[config.mk]
export PLATFORM = sky130hd
export DESIGN_NAME = down_counter
export DESIGN_NICKNAME = d
export VERILOG_FILES = /design/src/rtl/down_counter_pkg.sv /design/src/rtl/down_counter.sv
export SDC_FILE = /design/constraint.sdc
export NUM_CORES = 1
export LEC_CHECK = 0
export BUFFER_PORTS_ARGS = -buffer_cell sky130_fd_sc_hd__buf_2
export CORE_AREA = 5 5 42 44
export DETAILED_ROUTE_END_ITERATION = 6
export DIE_AREA = 0 0 47 49
export PLACE_DENSITY_LB_ADDON = 0.3
export REMOVE_ABC_BUFFERS = 1
export SYNTH_ARGS = -nofsm -noshare
export SYNTH_HDL_FRONTEND = slang
export SYNTH_SLANG_ARGS = --single-unit
[constraint.sdc]
create_clock -name clk -period 1.3 [get_ports clk]
set_clock_uncertainty 0.1 [all_clocks]
set_input_delay 0.065 -clock clk [delete_from_list [all_inputs] [get_ports clk]]
set_output_delay 0.065 -clock clk [all_outputs]
set_load 0.005 [all_outputs]
[src/rtl/down_counter_pkg.sv]
// Shared constants for the free-running down counter.
// The all-ones reset constant is kept 32 bits wide so any counter width can truncate it to its own all-ones value.
package down_counter_pkg;

    localparam int unsigned COUNTER_WIDTH     = 4;
    localparam logic [31:0] COUNTER_RESET_VAL = 32'hFFFF_FFFF;

endpackage

[src/rtl/down_counter.sv]
// Free-running modulo-2^WIDTH down counter with a zero decode and a registered wrap pulse.
// Counting is unconditional while rest is high; rest low asynchronously reloads RESET_VAL.
module down_counter
    import down_counter_pkg::*;
#(
    parameter int unsigned      WIDTH     = COUNTER_WIDTH,
    parameter logic [WIDTH-1:0] RESET_VAL = WIDTH'(COUNTER_RESET_VAL)
) (
    input  logic             clk,
    input  logic             rest,
    output logic [WIDTH-1:0] cnt,
    output logic             zero,
    output logic             wrap
);

    logic [WIDTH-1:0] cnt_q;
    logic [WIDTH-1:0] cnt_d;
    logic             wrap_q;
    logic             wrap_d;

    // Underflow from 0 lands on all-ones naturally; wrap marks the cycle that holds that result.
    always_comb begin
        cnt_d  = cnt_q - WIDTH'(1);
        wrap_d = (cnt_q == '0);
    end

    always_ff @(posedge clk or negedge rest) begin
        if (!rest) begin
            cnt_q  <= RESET_VAL;
            wrap_q <= 1'b0;
        end else begin
            cnt_q  <= cnt_d;
            wrap_q <= wrap_d;
        end
    end

    assign cnt  = cnt_q;
    assign wrap = wrap_q;
    assign zero = (cnt_q == '0);

endmodule

==> metrics.cfg, run 1 <==
[route]
drc=0
wl_um=446
drtIter0Drc=0
drt_first_pass_iters=1
route.antenna.remaining_nets=0
wl_per_cell_um=9.70
via_count=162
via_per_inst=3.52

[floorplan]
row_count=14
coreArea_um2=1400
die_h_um=49
ios=8
die_area_um2=2300
die_w_um=47
start_util_pct=13.5

[timing]
finalCriticalPeriod_ns=1.41
final-setup-viol-count=1
finalCritPeriodShare_pct=108
setup_ws_ns=-0.105
worst_pin_slew_ns=0.164
rsz0062_at_grt=yes
hold_viol=0
relSlewSlack_pct=89.0
max_freq_mhz=712
setup_tns_ns=-0.105
drv_slew=0
whs_ns=0.0699

[global_route]
grt_max_degree=6
grt.overflow.total=0
track_usage_pct=5.10
grt_pass1_wl_um=752
grt_pass1_vias=168
antenna_found_initial=0

[place]
place_inst=36
placed_cell_area_um2=244
dp_hpwl_um=287
routabilityCongestion=0.668
io_buffers=7

[power_and_ir_drop]
intPower_uw=276
p_sw_share_pct=19.9
power_uw=345
switchingPower_uw=68.5
power_density_nw_per_um2=1010
pwr-share-seq_pct=45.5
comb_power_share_pct=1.8
p_leak_uw=0.000164
vdd_drop_max_v=0.000450
clockPowerShare_pct=52.7

[finish]
regArea_um2=130
finalNetCount=34
synthToLayoutAreaGrowth_pct=80.8
multi_input_area_um2=71.3
finish.instance_area_um2=342
drive_above_1_share_pct=80.0
n_antenna_cell=0
nFillCells=156
stdcell_count=46

[critical_path]
start_kind=register
criticalPathCategory=register to output pin
cp.arrival_ns=1.24
required_ns=1.13
critical_path.max_fanout=2
worst_setup_path_end_kind=output pin

[clocking]
tritoncts=yes
cts_buffers=3
clock_sinks=5
htreeDepth=1
clockRootBuffer=clkbuf_4
clk_latency_ns=0.24
path_clk_slew_ns=0.04
cts_max_path_buffers=2

[synthesis]
ys_types=7
yosysTopAreaCell=dfstp_2
netlist_area_um2=189
seq_area_frac_synth_pct=68.9
synth-seq-cells=5
synthTopCellsByArea=dfstp_2 (56%), dfrtp_1 (13%), xor2_1 (9.3%), ha_1 (6.6%), inv_1 (6.0%)
yosys_warnings=0
syn-instance-count=13
netlist.area_leader.share_pct=55.6
syn_area_per_cell_um2=14.5

[run_status]
violations=setup timing
status=complete, but fails checks

[worst_hold_path]
hold_class=primary input to asynchronous set/reset pin

[flow_run]
cap_violations=0

[power by group through the flow]
stage                     sequential (µW)  clock, µW  combinational, µW
after floorplan                       159          0          0.0000365
after global placement                159          0               3.80
after detailed placement              159          0               4.19
after CTS                             157        187               6.33
after global routing                  156        215               7.27
final                                 157        182               6.21
[sequential cells by signal, indices dropped and copies added (netlist names)]
name	cells
cnt	4
wrap	1
[cell type report]
class | instances | area share [%]
clock buffer | 4 | 7.69
inverter | 3 | 3.30
multi-input combinational | 5 | 20.9
sequential | 5 | 38.1
tap | 16 | 5.86
timing repair buffer | 13 | 24.2
[through the flow]
stage	setup WS, ns	utilization [%]
5_1_grt	-0.153	24.4
6_report	-0.105	24.4
3_3_place_gp	0.0699	17.4
4_1_cts	-0.106	23.8
3_5_place_dp	0.0559	17.4
2_1_floorplan	0.135	-
[what timing repair did]
item | CTS | global route
setup endpoints to repair | 1 | 1
hold buffers | 1 | 0
buffers inserted | 4 | 1
pin swaps | 1 | 0
gates resized for setup | 6 | 0
hold endpoints to repair | 5 | 0
[critical path, stage by stage (launching register included)]
cell	delay [ns]
dfstp_2	0.54
inv_2	0.05
ha_4	0.15
nor3b_4	0.14
buf_2	0.12
[final timing paths]
kind                        start  endpoint  slack (ns)  cells after the start
max in group asynchronous    rest    cnt[1]        0.82                      2
min                          rest      wrap        0.07                      2
max                        cnt[0]      zero       -0.11                      4
max reg2reg                cnt[0]    cnt[2]        0.14                      4
min in group clk           cnt[3]    cnt[3]        0.44                      1
min reg2reg                cnt[3]    cnt[3]        0.44                      1
[synth_stat cells]
cell type,count
nor3_2,1
dfstp_2,4
dfrtp_1,1
ha_1,1
xor2_1,2
nor3b_1,1
inv_1,3
[routing by layer]
metal,routed length (µm),part of all wire (%),vias up,track usage (%)
li1,-,-,73,-
met2,185,41,11,5.43
met5,0,0,-,0
met3,76,17,0,7.01
met4,0,0,0,1.38
met1,184,41,78,5.83
[kinds of logic (layout without fill, tap and decap cells)]
family / Yosys count / after routing / synth area share (%)
fa+ha+maj: 1 / 1 / 6.62
buf+inv: 3 / 20 / 5.96
simple gates: 2 / 2 / 9.27
flops: 5 / 5 / 68.9
xor+xnor: 2 / 2 / 9.27
[placed cells by master (no fill, tap or decap)]
| cell | instances |
|---|---|
| dlygate4sd3_1 | 1 |
| clkbuf_4 | 3 |
| inv_2 | 2 |
| inv_1 | 1 |
| dfstp_2 | 4 |
| nor3b_4 | 1 |
| ha_4 | 1 |
| buf_2 | 7 |
| dfrtp_1 | 1 |
| xor2_1 | 2 |
| clkbuf_1 | 1 |
| buf_4 | 5 |
| nor3_2 | 1 |
(Power assumes the default switching activity.)
==> inputs of run 2 (changes only) <==
--- a/config.mk
+++ b/config.mk
@@ -5,7 +5,10 @@
 export SDC_FILE = /design/constraint.sdc
 export NUM_CORES = 1
 export LEC_CHECK = 0
+export ABC_AREA = 1
 export BUFFER_PORTS_ARGS = -buffer_cell sky130_fd_sc_hd__buf_2
+export CELL_PAD_IN_SITES_DETAIL_PLACEMENT = 1
+export CELL_PAD_IN_SITES_GLOBAL_PLACEMENT = 1
 export CORE_AREA = 5 5 42 44
 export DETAILED_ROUTE_END_ITERATION = 6
 export DIE_AREA = 0 0 47 49
==> run 2 against run 1 <==
Against the previous run: the flow still finishes with violations (setup timing); worst setup slack worse by 0.020 ns; count of clock-buffer cells in the layout unchanged; area after synthesis up 4.0%; sequential share of layout area down 0.28 points; core utilization up 0.18 points; sequential cell count unchanged; critical path type unchanged; highest routed layer is now met4.
==> metrics.cfg, run 2 <==
[critical_path]
required_ns=1.13
critical_path.max_fanout=2
r2r_setup_slack_ns=0.07
slowest_delay_ns=0.55
crit_family=flip-flops
criticalPathCategory=register to output pin
rr_startpoint=cnt[0]
cp.buffers_inverters=2
slowest_stage=dfstp_2
worst_setup_path_end_kind=output pin
start_kind=register
crit_path_start=cnt[0]
cp.arrival_ns=1.26
worstPathCellList=inv_4 > ha_4 > nor3b_4 > buf_2

[finish]
stdcell_count=49
n_antenna_cell=0
synthToLayoutAreaGrowth_pct=75.2
layout_common_cells=buf_2 (7), dfstp_2 (4), buf_4 (4)
largest_reg_flops=4
fin_util_pct=24.6
drive_above_1_share_pct=69.7
final_common_cell=buf_2
finalNetCount=37

[synthesis]
ys_types=9
synth_edf_count=0
async_flop_share_pct=100
yosysTopAreaCell=dfstp_2
synth_ff_type=dfstp_2
seq_area_frac_synth_pct=66.2
syn_area_per_cell_um2=11.6
netlist_area_um2=196
netlist.area_leader.share_pct=53.5
synthTopCellsByArea=dfstp_2 (54%), dfrtp_1 (13%), inv_1 (7.6%), ha_1 (6.4%), nand2_1 (5.7%)
synth-seq-cells=5
synthTopCellsByCount=dfstp_2 (4), inv_1 (4), nand2_1 (3)
yosys_warnings=0
syn-instance-count=17

[power_and_ir_drop]
power_uw=341
power_density_nw_per_um2=992
p_leak_uw=0.000177
vdd_drop_max_v=0.000326

[floorplan]
row_count=14
die_area_um2=2300
start_util_pct=14.0
die_h_um=49
die_w_um=47
ios=8
coreArea_um2=1400

[route]
drt_first_pass_iters=1
wl_um=571
via_per_inst=3.49
drc=0
wl_per_cell_um=11.7
route.antenna.remaining_nets=0
via_count=171
drtIter0Drc=0

[timing]
setup_ws_ns=-0.125
worst_pin_slew_ns=0.156
max_freq_mhz=702
finalCritPeriodShare_pct=110
hold_viol=0
finalCriticalPeriod_ns=1.43
whs_ns=0.0720
relSlewSlack_pct=89.6
rsz0062_at_grt=yes
final-setup-viol-count=1
drv_slew=0

[clocking]
tritoncts=yes
path_clk_slew_ns=0.04
clock_sinks=5
cts_buffers=3
clk_latency_ns=0.24
cts_max_path_buffers=2
clockRootBuffer=clkbuf_4
htreeDepth=1

[place]
io_buffers=7
routabilityCongestion=0.717
place_inst=40
post-place-ws_ns=0.0223
dp_hpwl_um=345

[global_route]
track_usage_pct=5.94
grt_pass1_vias=194
grt.overflow.total=0
grt_max_degree=6
grt_pass1_wl_um=841
antenna_found_initial=0

[worst_hold_path]
hold_class=primary input to asynchronous set/reset pin

[run_status]
status=complete, but fails checks
violations=setup timing

[flow_run]
cap_violations=0

==> run 2: changes by cell type in the layout (fill, tap and decap cells not counted) <==
cell and delta:
nand2_1 +3, nor3_2 -1, inv_2 -1, nor2_2 +1, xor2_1 -1, inv_1 +1, buf_4 -1, inv_4 +1
nand3_1 +1
==> run 2: report_power, final <==
group	switching [µW]	total (µW)	internal, µW
Sequential	0	157	157
Clock	62.2	178	116
Combinational	3.16	6.22	3.06
==> run 2: logic make-up after synthesis <==
family,count (synthesis),synth area share (%)
xor gates and xnor gates,1,4.46
and+or+nand+nor,6,15.3
DFF,5,66.2
buffers and inverters,4,7.64
adders and majority gates,1,6.37
==> run 2: area by class of cell <==
| cell class | count | area [µm²] |
|---|---|---|
| fillers | 175 | 1060 |
| flip-flops and latches | 5 | 130 |
| multi-input cells | 8 | 75.1 |
| repair buffers | 12 | 75.1 |
| clock buffers | 4 | 26.3 |
| well taps | 16 | 20.0 |
| inverters | 4 | 17.5 |
==> run 2: worst paths after layout <==
kind	end	cells past startpoint
min in group clk	cnt[3]	2
max in group asynchronous	cnt[1]	2
max reg2reg	wrap	4
max	zero	4
min reg2reg	cnt[3]	2
min	wrap	2
==> run 2: repair_timing <==
item,in CTS,in global routing
pin swaps,1,1
setup buffers,2,2
hold endpoints to repair,5,0
setup endpoints to repair,1,1
gates resized for setup,7,0
hold buffers,1,0
==> run 2: metrics by stage <==
step	instance area, µm²	setup TNS (ns)
final	344	-0.125
after global routing	344	-0.182
after CTS	329	-0.140
after detailed placement	251	0
after global placement	251	0
after floorplan	196	0
==> run 2: layer usage <==
layer,wire [µm],global-route usage [%]
met4,8,5.53
met5,0,0
met3,73,6.27
met1,221,5.13
met2,267,7.24
